`config.mk`:
```
export PLATFORM = sky130hd
export DESIGN_NAME = seq_prim_bank_flat
export DESIGN_NICKNAME = d
export VERILOG_FILES = /design/src/rtl/seq_prim_bank_if.sv /design/src/rtl/seq_prim_bank.sv /design/src/flat_wrapper.sv
export SDC_FILE = /design/constraint.sdc
export NUM_CORES = 1
export LEC_CHECK = 0
export BUFFER_PORTS_ARGS = -buffer_cell sky130_fd_sc_hd__buf_2
export CORE_AREA = 4 4 77 79
export DETAILED_ROUTE_END_ITERATION = 10
export DIE_AREA = 0 0 81 83
export PLACE_DENSITY = 0.78
export SLEW_MARGIN = 25
export SYNTH_ARGS = -nofsm -noshare
export SYNTH_HDL_FRONTEND = slang
export SYNTH_SLANG_ARGS = --single-unit
```
`constraint.sdc`:
```
create_clock -name ph1 -period 1.3 [get_ports ph1]
set_clock_uncertainty 0.2 [all_clocks]
set_input_delay 0.13 -clock ph1 [delete_from_list [all_inputs] [get_ports ph1]]
set_output_delay 0.13 -clock ph1 [all_outputs]
set_load 0.03 [all_outputs]
```
`src/rtl/seq_prim_bank_if.sv`:
```
// Signal bundle for seq_prim_bank: register slice data/enable and decoder select/result.
interface seq_prim_bank_if #(
  parameter int unsigned WIDTH = 32
);
  logic [WIDTH-1:0] d_r;
  logic [WIDTH-1:0] q_r;
  logic             en;
  logic [WIDTH-1:0] d_e;
  logic [WIDTH-1:0] q_e;
  logic [1:0]       dec_a;
  logic [3:0]       dec_y;

  modport master (
    output d_r, en, d_e, dec_a,
    input  q_r, q_e, dec_y
  );

  modport slave (
    input  d_r, en, d_e, dec_a,
    output q_r, q_e, dec_y
  );
endinterface

```
`src/rtl/seq_prim_bank.sv`:
```
// Bank of primitives: plain register, load-enabled register and 2-to-4 one-hot decoder.
// Both registers clear asynchronously to RST_VAL while reset is low.
module seq_prim_bank #(
  parameter int unsigned     WIDTH   = 32,
  parameter logic [WIDTH-1:0] RST_VAL = '0
) (
  input  logic             ph1,
  input  logic             reset,
  seq_prim_bank_if.slave   bus
);

  logic [WIDTH-1:0] q_r_q;
  logic [WIDTH-1:0] q_e_q;

  always_ff @(posedge ph1 or negedge reset) begin
    if (!reset) begin
      q_r_q <= RST_VAL;
    end else begin
      q_r_q <= bus.d_r;
    end
  end

  always_ff @(posedge ph1 or negedge reset) begin
    if (!reset) begin
      q_e_q <= RST_VAL;
    end else if (bus.en) begin
      q_e_q <= bus.d_e;
    end
  end

  assign bus.q_r = q_r_q;
  assign bus.q_e = q_e_q;

  // Purely combinational; independent of clock and reset.
  always_comb begin
    bus.dec_y = 4'b0001 << bus.dec_a;
  end

endmodule

```
`src/flat_wrapper.sv`:
```
// flat-port wrapper written by rule: the top's interface ports become plain ports
module seq_prim_bank_flat 
#(
  parameter int unsigned     WIDTH   = 32,
  parameter logic [WIDTH-1:0] RST_VAL = '0
)
  (ph1, reset, bus_d_r, bus_en, bus_d_e, bus_dec_a, bus_q_r, bus_q_e, bus_dec_y);
  seq_prim_bank_if #(.WIDTH(WIDTH)) bus_i ();
  input  logic ph1;
  input  logic reset;
  input wire logic [$bits(bus_i.d_r)-1:0] bus_d_r;
  input wire logic [$bits(bus_i.en)-1:0] bus_en;
  input wire logic [$bits(bus_i.d_e)-1:0] bus_d_e;
  input wire logic [$bits(bus_i.dec_a)-1:0] bus_dec_a;
  output wire logic [$bits(bus_i.q_r)-1:0] bus_q_r;
  output wire logic [$bits(bus_i.q_e)-1:0] bus_q_e;
  output wire logic [$bits(bus_i.dec_y)-1:0] bus_dec_y;
  assign bus_i.d_r = bus_d_r;
  assign bus_i.en = bus_en;
  assign bus_i.d_e = bus_d_e;
  assign bus_i.dec_a = bus_dec_a;
  assign bus_q_r = bus_i.q_r;
  assign bus_q_e = bus_i.q_e;
  assign bus_dec_y = bus_i.dec_y;
  seq_prim_bank #(.WIDTH(WIDTH), .RST_VAL(RST_VAL)) u_core (.ph1(ph1), .reset(reset), .bus(bus_i));
endmodule
```
Word level (Yosys, flattened, before mapping)

Cells that the tools add are included.

Output and inout bits: 68
Logic and storage cells: 3
Input bits: 69
Register bits after elaboration: 64

Shifts and indexed selects: 1

Operator list:

| kind                  | count |
|---|---|
| $shl A1 B2 Y4 const A | 1 |

Logic depth before layout (Yosys ltp)

Word-level depth: 1
Gate-level depth with buffers: 3
Gate-level depth less buffers: 1

Worst setup path before layout

OpenSTA, ideal clock, no wires.

Path type: reg-to-reg
From: register, netlist name u_core.bus.q_e[10]
To: register u_core.q_e_q[10] (netlist: u_core.bus.q_e[10])
Data arrival time: 0.764 ns
Path slack: 0.211 ns
Library setup time: 0.125 ns
Period minus slack after synthesis: 1.089 ns
Buffers on the path: 0
Stages on the path, launching flop included: 2
Data required time: 0.975 ns
Path through: dfrtp_1 mux2_4

RTL lines:

| what                   | line                | RTL |
|---|---|---|
| end signal: assignment | seq_prim_bank.sv:27 | `q_e_q <= bus.d_e;` |
| end: declaration       | seq_prim_bank.sv:13 | `logic [WIDTH-1:0] q_e_q;` |

Worst setup path in the final report

From: register u_core.q_e_q[0] (netlist: u_core.bus.q_e[0])
To: output port bus_q_e[0]

RTL lines:

| what             | line               | RTL |
|---|---|---|
| end: declaration | flat_wrapper.sv:16 | `output wire logic [$bits(bus_i.q_e)-1:0] bus_q_e;` |

No word-level cell between the ends.

==> run summary <==
The required time at the endpoint of the critical path is a little under 1 ns. The largest fanout of any net on the critical path came out at 2. Counting distinct cell types in the post-synthesis netlist gives 8. The number of detailed-routing iterations run before antenna repair came out at 4. The routed length per instance is around 17 um. The worst pin sits at a relative slew slack of slightly below 80%. In the synthesized netlist, the number of instances is roughly 100. Clock tree synthesis found a total of between 60 and 70 sinks. Summing the areas of all xor and xnor instances in the mapped netlist gives 0% of the synthesized area. In the synthesized netlist, the cells that appear most often are sky130_fd_sc_hd__dfrtp_1, sky130_fd_sc_hd__mux2_4, sky130_fd_sc_hd__buf_12. In this run the number of H-tree levels came out at 3. The logic depth of the worst path, buffers included came out at 1. The post-layout worst setup margin is 0.0480 ns. The critical path in this run is classified as reg2out. The average cell area after synthesis came out at 20.8 um2. The synthesized design contains 0 enable-type register cells.

The final max-slew violation count is 0. Ranked by total cell area, the synthesized netlist is headed by sky130_fd_sc_hd__dfrtp_1, sky130_fd_sc_hd__mux2_4, sky130_fd_sc_hd__buf_12. The areal power density over the cells came out at between 1000 and 1500 nW/um2.

The worst-case vdd ir drop came out at roughly 0.0011 V. The worst hold path cell count came out at 3. On the critical path, the stage with the largest delay is an instance of sky130_fd_sc_hd__dfrtp_1. For the worst setup path, the data arrival time is 0.92 ns. The final critical delay including setup and external delays is 1.25 ns.

The number of violations reported at the end of detailed-routing iteration 0 came out at 58. The die height is 83 um. The clock-pin slew of the registers on the worst-case setup and hold paths came out at ~0.070 ns. Dividing the detail-routed via count by the number of cells gives 4.33.

The core box area is between 5000 and 6000 um2. The number of global-route vias before repair came out at approximately 2100. The kind of start point of the critical path is a register. The number of antenna violations at the first check in global routing is 0. The synthesized netlist devotes 0% of its cell area to compound gates. For this design the top-level I/O count stands at 137. The portion of the clock cycle consumed by the worst path in the final layout is 96.3%.

The fraction of the mapped netlist area in simple logic gates came out at under 10%. Among all cell types in the netlist, the one instantiated most often is sky130_fd_sc_hd__dfrtp_1. In this run, synthesis produced a sequential element count of 64. sky130_fd_sc_hd__dfrtp_1 takes more of the synthesized area than any other cell.

The signal on the critical path passes through buf_4. Summing the areas of all fa, ha and maj instances in the mapped netlist gives 0% of the synthesized area. The antenna cell count is 0. After synthesis, the largest family of logic cells by area is multiplexers. STA classifies the critical path endpoint as an output port. The category of cells accounting for the largest share of critical-path delay is flip-flops. The number of rows created at floorplan came out at 27. The congestion estimate from routability-driven global placement came to 0.709. The count of nets left with antenna violations once routing finished came out at 0. Of the post-synthesis cell area, the dominant cell type holds around 74%. The count of final hold-check violations is 0. The first-pass GRT wire length is just over 10000 um. The post-synthesis sequential area ratio came out at about 74%. The combined buffer and inverter count along the critical path came out at 1. The placed wire-length estimate is 3520 um. The maximum single-stage delay on the critical path is between 0.4 and 0.5 ns. The max-cap violation count came out at 0. The overall overflow remaining after global route came out at 0. The post-place setup slack came out at approximately 0.18 ns.

The min-delay analysis places its worst path in the category in2reg. The total vias in the final route is 1697. CTS placed an instance of sky130_fd_sc_hd__clkbuf_8 at the clock tree root. The count of synthesis-stage warnings from yosys came out at 0. Relative to the synthesized area, the layout overhead comes to 75.1%. In the synthesized netlist the dominant register cell turns out to be sky130_fd_sc_hd__dfrtp_1. The CTS tree is done. The TritonCTS buffer count is 9. The filler cells instantiated in the layout total 350. The total nets after synthesis is between 150 and 200. The transition time at the pin with the least slew margin came out at between 0.3 and 0.4 ns. The post-route netlist has between 50% and 60% of its cells at a drive strength greater than 1. In the synthesized netlist, mux cells make up around 22% of the area. Entering global routing, the biggest net connects 65 pins. The flow ran to the end, and the final reports show no timing, DRC or antenna violations. The total length of routed wires came out at approximately 6600 um. Counting flops with an async set or reset pin after synthesis yields a share of 100%. The total die area came out at slightly below 7000 um2.

The post-route setup TNS came out at 0 ns. The global routing usage summed across all routing layers is about a fifth. For the worst flop-to-flop path, the logic depth is 1. Setup repair after global routing left no endpoint under its margin. The final-report setup violation count is 0.

For this design the static power due to leakage is between 1.5 and 2 nW. The number of remaining DRC errors is 0. Based on the critical path, the design can be clocked at up to between 700 and 800 MHz. No sink is reached through more buffers than the 2 on the longest clock path.

The count of input and output buffers is ~140. Once the floorplan was initialized, standard cells occupied roughly two fifths of the core. The net count of the finished layout is approximately 380. The area of the mapped netlist came out at between 2000 and 2500 um2. The width of the chip came out at 81 um.

The clock network latency to the later pin of the worst-skew pair came out at about 0.33 ns.
[stage by stage]
step,std cells,total power [mW],cell area (um2),util (%),hold slack (ns)
floorplan,104,2.77,2170,-,-0.366
global placement,311,3.09,2930,54.9,-0.0388
detailed placement,311,3.10,2930,54.9,-0.0256
CTS,392,5.04,3790,71.1,0.0899
global route,392,5.24,3800,71.1,0.109
finish,392,5.04,3800,71.1,0.105
[where the power goes]
part | leakage [nW] | internal [mW] | switching [mW]
Clock | 0.109 | 1.04 | 0.748
Sequential | 0.747 | 2.14 | 0.0765
Combinational | 1.10 | 0.471 | 0.559
[registers in the layout (all words and copies together), names as in the netlist]
register        flops
u_core.bus.q_e     32
u_core.bus.q_r     32
[cell type report]
class,count,area [um2],share of cell area [%]
Multi-Input combinational cell,36,495,13.0
Tap cell,72,90.1,2.37
Sequential cell,64,1600,42.2
Clock inverter,4,51.3,1.35
Timing Repair Buffer,204,1390,36.7
Clock buffer,12,165,4.35
[routing by layer]
layer  part of all wire, %  track usage (%)
met4                   2.9             8.29
met1                    37             22.4
met5                     0                0
met3                    10             9.54
met2                    49             34.8
[logic make-up after synthesis]
| group | after synthesis |
|---|---|
| buf+inv | 4 |
| simple gates | 4 |
| mux | 32 |
| flops | 64 |
[worst paths after layout]
check                      slack (ns)                        endpoint                      startpoint
min in group asynchronous        0.14   u_core.bus.q_e[0]$_DFFE_PN0P_                           reset
hold / removal                   0.10   u_core.bus.q_e[2]$_DFFE_PN0P_                          bus_en
setup / recovery                 0.05                      bus_q_e[0]   u_core.bus.q_e[0]$_DFFE_PN0P_
setup reg to reg                 0.30  u_core.bus.q_e[24]$_DFFE_PN0P_  u_core.bus.q_e[24]$_DFFE_PN0P_
hold reg to reg                  0.31  u_core.bus.q_e[16]$_DFFE_PN0P_  u_core.bus.q_e[16]$_DFFE_PN0P_
max in group asynchronous        0.50   u_core.bus.q_e[9]$_DFFE_PN0P_                           reset
[timing repair]
action                                  CTS  global route
resized for setup                         0             2
endpoints found under the hold margin   128             0
endpoints found under the setup margin    0             1
buffers inserted                          0             0
hold buffers                             65             0
[cell usage in the layout, fill, tap and decap left out]
cell / count
sky130_fd_sc_hd__clkbuf_8: 12
sky130_fd_sc_hd__dfrtp_1: 64
sky130_fd_sc_hd__bufinv_16: 1
sky130_fd_sc_hd__mux2_2: 2
sky130_fd_sc_hd__buf_12: 3
sky130_fd_sc_hd__dlygate4sd3_1: 65
sky130_fd_sc_hd__nor2b_1: 2
sky130_fd_sc_hd__mux2_4: 30
sky130_fd_sc_hd__clkinvlp_4: 1
sky130_fd_sc_hd__and2_1: 1
sky130_fd_sc_hd__clkinv_2: 1
sky130_fd_sc_hd__buf_2: 135
sky130_fd_sc_hd__clkinv_4: 1
sky130_fd_sc_hd__buf_4: 1
sky130_fd_sc_hd__nor2_1: 1
(Power assumes the default switching activity.)
